`config.mk`:
```
export PLATFORM = sky130hd
export DESIGN_NAME = instr_adr_seq
export DESIGN_NICKNAME = d
export VERILOG_FILES = /design/src/rtl/instr_adr_seq_pkg.sv /design/src/rtl/instr_adr_sel.sv /design/src/rtl/instr_adr_seq.sv
export SDC_FILE = /design/constraint.sdc
export NUM_CORES = 1
export LEC_CHECK = 0
export CORE_MARGIN = 10
export CORE_UTILIZATION = 55
export DETAILED_ROUTE_END_ITERATION = 6
export DONT_BUFFER_PORTS = 1
export HOLD_SLACK_MARGIN = 0.06
export PLACE_DENSITY = 0.7
export SLEW_MARGIN = 20
export SYNTH_ARGS = -nofsm -noshare
export SYNTH_HDL_FRONTEND = slang
export SYNTH_SLANG_ARGS = --single-unit
```
`constraint.sdc`:
```
create_clock -name clk -period 3.04 [get_ports clk]
set_clock_uncertainty 0.2 [all_clocks]
set_input_delay 0.456 -clock clk [delete_from_list [all_inputs] [get_ports clk]]
set_output_delay 0.456 -clock clk [all_outputs]
set_load 0.01 [all_outputs]
```
`src/rtl/instr_adr_seq_pkg.sv`:
```
`default_nettype none
// ============================================================================
//  Module      : instr_adr_seq_pkg
//  Description : Shared types and constants for the instruction address
//                sequencer and its redirect selector.
//  Revision    : 1.0 - initial release
// ============================================================================
package instr_adr_seq_pkg;

    localparam int c_word_length = 32;
    localparam int c_instr_bytes = 4;

    typedef enum logic [1:0] {
        S_RESET = 2'd0,
        S_RUN   = 2'd1,
        S_HALT  = 2'd2
    } state_t;

    typedef enum logic [1:0] {
        SRC_NONE = 2'd0,
        SRC_FD   = 2'd1,
        SRC_OF   = 2'd2,
        SRC_EX   = 2'd3
    } src_t;

endpackage
`default_nettype wire

```
`src/rtl/instr_adr_sel.sv`:
```
`default_nettype none
// ============================================================================
//  Module      : instr_adr_sel
//  Description : Combinational fixed-priority (EX > OF > FD) redirect mux
//                returning the winner, its aligned target and flush bits.
//  Revision    : 1.0 - initial release
// ============================================================================
module instr_adr_sel
    import instr_adr_seq_pkg::*;
#(
    parameter int WORD_LENGTH = c_word_length
) (
    input  logic                   i_fd_redirect,
    input  logic [WORD_LENGTH-1:0] i_fd_pstate0,
    input  logic [WORD_LENGTH-1:0] i_fd_pstate1,
    input  logic                   i_of_redirect,
    input  logic [WORD_LENGTH-1:0] i_of_pstate0,
    input  logic [WORD_LENGTH-1:0] i_of_pstate1,
    input  logic                   i_ex_redirect,
    input  logic [WORD_LENGTH-1:0] i_ex_pstate0,
    input  logic [WORD_LENGTH-1:0] i_ex_pstate1,
    output src_t                   o_src,
    output logic [WORD_LENGTH-1:0] o_target0,
    output logic [WORD_LENGTH-1:0] o_target1,
    output logic                   o_flush_fd,
    output logic                   o_flush_of
);

    always_comb begin
        o_src      = SRC_NONE;
        o_target0  = '0;
        o_target1  = '0;
        o_flush_fd = 1'b0;
        o_flush_of = 1'b0;
        if (i_ex_redirect) begin
            o_src      = SRC_EX;
            o_target0  = i_ex_pstate0;
            o_target1  = i_ex_pstate1;
            o_flush_fd = 1'b1;
            o_flush_of = 1'b1;
        end else if (i_of_redirect) begin
            o_src      = SRC_OF;
            o_target0  = i_of_pstate0;
            o_target1  = i_of_pstate1;
            o_flush_fd = 1'b1;
        end else if (i_fd_redirect) begin
            o_src      = SRC_FD;
            o_target0  = i_fd_pstate0;
            o_target1  = i_fd_pstate1;
        end
        // Instruction offsets are word aligned; drop any stray low bits.
        o_target1[1:0] = 2'b00;
    end

endmodule
`default_nettype wire

```
`src/rtl/instr_adr_seq.sv`:
```
`default_nettype none
// ============================================================================
//  Module      : instr_adr_seq
//  Description : Next-instruction-address sequencer owning pstate0/pstate1,
//                with prioritised redirects, flushes, halt and event count.
//  Revision    : 1.0 - initial release
// ============================================================================
module instr_adr_seq
    import instr_adr_seq_pkg::*;
#(
    parameter int                     WORD_LENGTH   = c_word_length,
    parameter logic [WORD_LENGTH-1:0] RESET_PSTATE0 = '0,
    parameter logic [WORD_LENGTH-1:0] RESET_PSTATE1 = '0,
    parameter int                     INSTR_BYTES   = c_instr_bytes,
    parameter int                     CNT_WIDTH     = 16
) (
    input  logic                   clk,
    input  logic                   rst,
    input  logic                   inHalt,
    input  logic                   inFdReady,
    input  logic                   inFdRedirect,
    input  logic [WORD_LENGTH-1:0] inFdPstate0,
    input  logic [WORD_LENGTH-1:0] inFdPstate1,
    input  logic                   inOfRedirect,
    input  logic [WORD_LENGTH-1:0] inOfPstate0,
    input  logic [WORD_LENGTH-1:0] inOfPstate1,
    input  logic                   inExRedirect,
    input  logic [WORD_LENGTH-1:0] inExPstate0,
    input  logic [WORD_LENGTH-1:0] inExPstate1,
    output logic                   outValid,
    output logic [WORD_LENGTH-1:0] outPstate0,
    output logic [WORD_LENGTH-1:0] outPstate1,
    output logic                   outFlushFd,
    output logic                   outFlushOf,
    output logic                   outHalted,
    output logic [CNT_WIDTH-1:0]   outRedirectCnt
);

    state_t                 r_state, w_state_nxt;
    logic [WORD_LENGTH-1:0] r_pc0, r_pc1, w_pc0_nxt, w_pc1_nxt;
    logic [CNT_WIDTH-1:0]   r_cnt, w_cnt_nxt;

    src_t                   w_src;
    logic [WORD_LENGTH-1:0] w_tgt0, w_tgt1;
    logic                   w_sel_flush_fd, w_sel_flush_of;
    logic                   w_any, w_active, w_transfer;
    logic                   w_valid, w_halted, w_flush_fd, w_flush_of;

    instr_adr_sel #(
        .WORD_LENGTH (WORD_LENGTH)
    ) u_sel (
        .i_fd_redirect (inFdRedirect),
        .i_fd_pstate0  (inFdPstate0),
        .i_fd_pstate1  (inFdPstate1),
        .i_of_redirect (inOfRedirect),
        .i_of_pstate0  (inOfPstate0),
        .i_of_pstate1  (inOfPstate1),
        .i_ex_redirect (inExRedirect),
        .i_ex_pstate0  (inExPstate0),
        .i_ex_pstate1  (inExPstate1),
        .o_src         (w_src),
        .o_target0     (w_tgt0),
        .o_target1     (w_tgt1),
        .o_flush_fd    (w_sel_flush_fd),
        .o_flush_of    (w_sel_flush_of)
    );

    assign w_any    = (w_src != SRC_NONE);
    assign w_active = (r_state == S_RUN) || (r_state == S_HALT);

    always_comb begin
        w_state_nxt = r_state;
        w_pc0_nxt   = r_pc0;
        w_pc1_nxt   = r_pc1;
        w_cnt_nxt   = r_cnt;
        w_valid     = 1'b0;
        w_halted    = 1'b0;
        w_flush_fd  = 1'b0;
        w_flush_of  = 1'b0;
        w_transfer  = 1'b0;

        case (r_state)
            S_RESET: w_state_nxt = S_RUN;
            S_RUN: begin
                w_valid = ~w_any;
                if (inHalt) w_state_nxt = S_HALT;
            end
            S_HALT: begin
                w_halted = 1'b1;
                if (!inHalt) w_state_nxt = S_RUN;
            end
            default: w_state_nxt = S_RESET;
        endcase

        w_transfer = (r_state == S_RUN) && w_valid && inFdReady;

        if (w_active) begin
            w_flush_fd = w_sel_flush_fd;
            w_flush_of = w_sel_flush_of;
            if (w_any) begin
                w_pc0_nxt = w_tgt0;
                w_pc1_nxt = w_tgt1;
                if (r_cnt != '1) w_cnt_nxt = r_cnt + CNT_WIDTH'(1);
            end else if (w_transfer) begin
                w_pc1_nxt = r_pc1 + WORD_LENGTH'(INSTR_BYTES);
            end
        end

        // Reset squashes every control output in the cycle it is asserted.
        if (rst) begin
            w_valid    = 1'b0;
            w_halted   = 1'b0;
            w_flush_fd = 1'b0;
            w_flush_of = 1'b0;
        end
    end

    always_ff @(posedge clk) begin
        if (rst) begin
            r_state <= S_RESET;
            r_pc0   <= RESET_PSTATE0;
            r_pc1   <= RESET_PSTATE1;
            r_cnt   <= '0;
        end else begin
            r_state <= w_state_nxt;
            r_pc0   <= w_pc0_nxt;
            r_pc1   <= w_pc1_nxt;
            r_cnt   <= w_cnt_nxt;
        end
    end

    assign outValid       = w_valid;
    assign outHalted      = w_halted;
    assign outFlushFd     = w_flush_fd;
    assign outFlushOf     = w_flush_of;
    assign outPstate0     = r_pc0;
    assign outPstate1     = r_pc1;
    assign outRedirectCnt = r_cnt;

endmodule
`default_nettype wire

```
==> results.py, run 1 <==
metrics = {
    "sta": {
        "fin_tns_setup_ns": 0,
        "timing.final.crit_period_ns": 2.61,
        "maxSlewHeadroom_pct": 45.3,
        "hold_violations": 0,
        "whs_ns": 0.0868,
        "max_freq_mhz": 383,
        "setup_viol": 0,
        "tightest_slew_ns": 0.818,
        "slew_viol_final": 0,
        "rsz0062_at_grt": "false",
        "period_share_pct": 85.9,
    },
    "status": {
        "outcome": "completed",
    },
    "drt": {
        "via_per_inst": 7.16,
        "drt_wl_total_um": 19800,
        "antenna_left": 0,
        "drc": 0,
        "dr_total_vias": 5592,
        "drt-pass1-iter-count": 6,
        "drt_iter0_markers": 694,
        "wl_per_cell_um": 25.4,
    },
    "worst_setup_path": {
        "worstSetupEndpointType": "output port",
        "cp_slowest_cell": "dfxtp_1",
        "crit_path_max_incr_delay_ns": 0.41,
        "path_class": "flop to output port",
        "critPathRequiredTime_ns": 2.38,
        "critPathTopFamily": "flip-flops",
        "crit_fanout": 11,
        "cp.arrival_ns": 1.95,
        "critPathLaunchType": "flop",
        "path_cells": "inv_1, ha_1, buf_4, nand2b_1, a21oi_1",
        "cp_num_buf_inv": 2,
    },
    "final_layout": {
        "final-seq-area_um2": 1600,
        "syn_to_final_growth_pct": 5.59,
        "layout_common_cells": "nand2_1, dfxtp_1, a21oi_1, o211ai_1, a221o_1",
        "diodes": 0,
        "final_area_um2": 5580,
        "multiInputGateArea_um2": 3390,
        "fin_nets": 852,
        "final_common_cell": "nand2_1",
        "fillCellCount": 856,
        "drive_gt1_share_pct": 8.44,
    },
    "logic_synthesis": {
        "synth.distinct_cells": 67,
        "netlist_instances": 676,
        "yosysTopAreaCell": "dfxtp_1",
        "async_reset_ff_share_pct": 0,
        "synthFlopType": "dfxtp_1",
        "syn_area_um2": 5290,
        "synth_top_area_share_pct": 30.3,
        "synth_seq_cells": 80,
        "synth-compound-area-share_pct": 35.1,
        "synth.area.mux_share_pct": 2.06,
        "synth_area_leaders": "dfxtp_1, a221o_1, a21oi_1",
        "synthSimpleGateAreaFrac_pct": 25.2,
        "synth-xor-area-share_pct": 0,
        "yosysWarningCount": 0,
        "synth_top_family_by_area": "compound AO/OA/AOI/OAI gates",
        "synth-adder-area-share_pct": 1.42,
        "yosysSeqAreaShare_pct": 30.3,
        "synth_area_per_cell_um2": 7.82,
        "synth_edf_count": 0,
    },
    "grt": {
        "grt_pass1_vias": 5532,
        "antenna_found_initial": 0,
        "grt_first_pass_wirelength_um": 31000,
        "grt_usage_pct": 26.8,
        "gr-total-overflow": 0,
        "grt_start_max_net_pins": 82,
    },
    "clock_tree": {
        "cts_made_buffers": 9,
        "cts.clk_slew.worst_paths_ns": 0.10,
        "cts_tree": "built",
        "cts_root_buf": "clkbuf_8",
        "cts_sinks": 80,
        "h-tree-depth": 3,
        "cts_resized": 0,
        "cts_buffer_depth": 2,
        "worstSkewPairLatency_ns": 0.35,
    },
    "power": {
        "p_int_mw": 2.09,
        "p_sw_mw": 1.49,
        "p_per_area_nw_per_um2": 642,
        "pwr-share-clk_pct": 23.5,
        "power.leakage_nw": 1.79,
        "netSwitchingFraction_pct": 41.6,
        "peakVddDrop_mv": 0.325,
        "p_comb_share_pct": 29.9,
        "p_seq_share_pct": 46.6,
    },
    "placement": {
        "gp_congestion": 0.937,
        "place.detailed.hpwl_um": 14800,
        "io_buffers": 0,
        "placed_area_um2": 5350,
    },
    "flow_run": {
        "timing.max_cap.violations": 0,
    },
    "floorplan": {
        "placementRows": 35,
        "die_x_um": 118,
        "coreArea_um2": 9280,
        "start_util_pct": 56.9,
        "die_h_um": 118,
        "top_level_ports": 283,
        "die_area_um2": 13900,
    },
    "min_path": {
        "hp-class": "primary input to flop",
    },
}
==> cells in the mapped netlist (all sizes together), types with 12 or more instances <==
cell,count
nor2b,21
a221o,40
nand3b,12
buf,23
nor3,16
o21ai,15
nor4,17
nor2,24
clkbuf,39
nand2,86
dfxtp,80
nand4,22
inv,12
a21oi,69
o211ai,45
nand3,19
==> power groups by stage <==
stage	registers (mW)	logic (mW)	clock network [mW]
final	1.67	1.07	0.842
after floorplan	1.59	0.803	0
after global routing	1.70	1.19	0.891
after global placement	1.68	1.02	0
after detailed placement	1.69	1.05	0
after CTS	1.67	1.06	0.853
==> cells by family (layout without fill, tap and decap cells) <==
family / Yosys count / after routing
compound gates: 252 / 252
simple gates: 252 / 252
flops: 80 / 80
buf+inv: 75 / 50
mux: 10 / 10
fa+ha+maj: 6 / 6
other cells: 1 / 2
==> flip-flops by register name, indices dropped and copies added (netlist names) <==
register        flops
outPstate0         32
outPstate1         30
outRedirectCnt     16
r_state             2
==> final timing paths <==
| kind | startpoint | to | slack, ns | cells past startpoint |
|---|---|---|---|---|
| setup / recovery | r_state[0] | outFlushFd | 0.43 | 5 |
| hold / removal | inExPstate1[24] | outPstate1[24] | 0.09 | 2 |
| hold reg to reg | outPstate0[9] | outPstate0[9] | 0.31 | 2 |
| setup reg to reg | outPstate1[4] | outPstate1[13] | 0.54 | 4 |
==> stage by stage <==
step / total power, mW / util (%) / setup WS (ns) / cells
2_1_floorplan: 2.39 / - / 0.836 / 677
3_3_place_gp: 2.70 / 57.6 / 0.617 / 764
3_5_place_dp: 2.74 / 57.6 / 0.557 / 764
4_1_cts: 3.58 / 60.1 / 0.445 / 781
5_1_grt: 3.78 / 60.1 / 0.325 / 781
6_report: 3.58 / 60.1 / 0.429 / 781
==> routing by layer <==
metal / vias to the layer above / global-route usage (%) / routed length [µm]
met2: 338 / 45.3 / 9730
met5: - / 0 / 0
met4: 0 / 6.03 / 320
li1: 2588 / - / -
met1: 2631 / 31.3 / 7420
met3: 35 / 10.3 / 2360
==> what timing repair did <==
| item | CTS | global route |
|---|---|---|
| endpoints found under the hold margin | 52 | 0 |
| setup buffers | 0 | 0 |
| hold buffers | 1 | 0 |
==> cell type report <==
type,count,share of cell area (%)
Inverter,13,0.874
Tap cell,129,2.89
Multi-Input combinational cell,522,60.7
Timing Repair Buffer,21,3.05
Clock buffer,10,2.47
Sequential cell,80,28.7
Clock inverter,6,1.30
Note: power is estimated with default switching activity, not from simulation.
==> run 2: changes to the inputs <==
--- a/config.mk
+++ b/config.mk
@@ -7,6 +7,7 @@
 export LEC_CHECK = 0
 export CORE_MARGIN = 10
 export CORE_UTILIZATION = 55
+export CTS_BUF_LIST = sky130_fd_sc_hd__clkbuf_8
 export DETAILED_ROUTE_END_ITERATION = 6
 export DONT_BUFFER_PORTS = 1
 export HOLD_SLACK_MARGIN = 0.06
==> results of run 2 <==
Same layout as run 1: the final DEF is identical, and so are final timing and power.
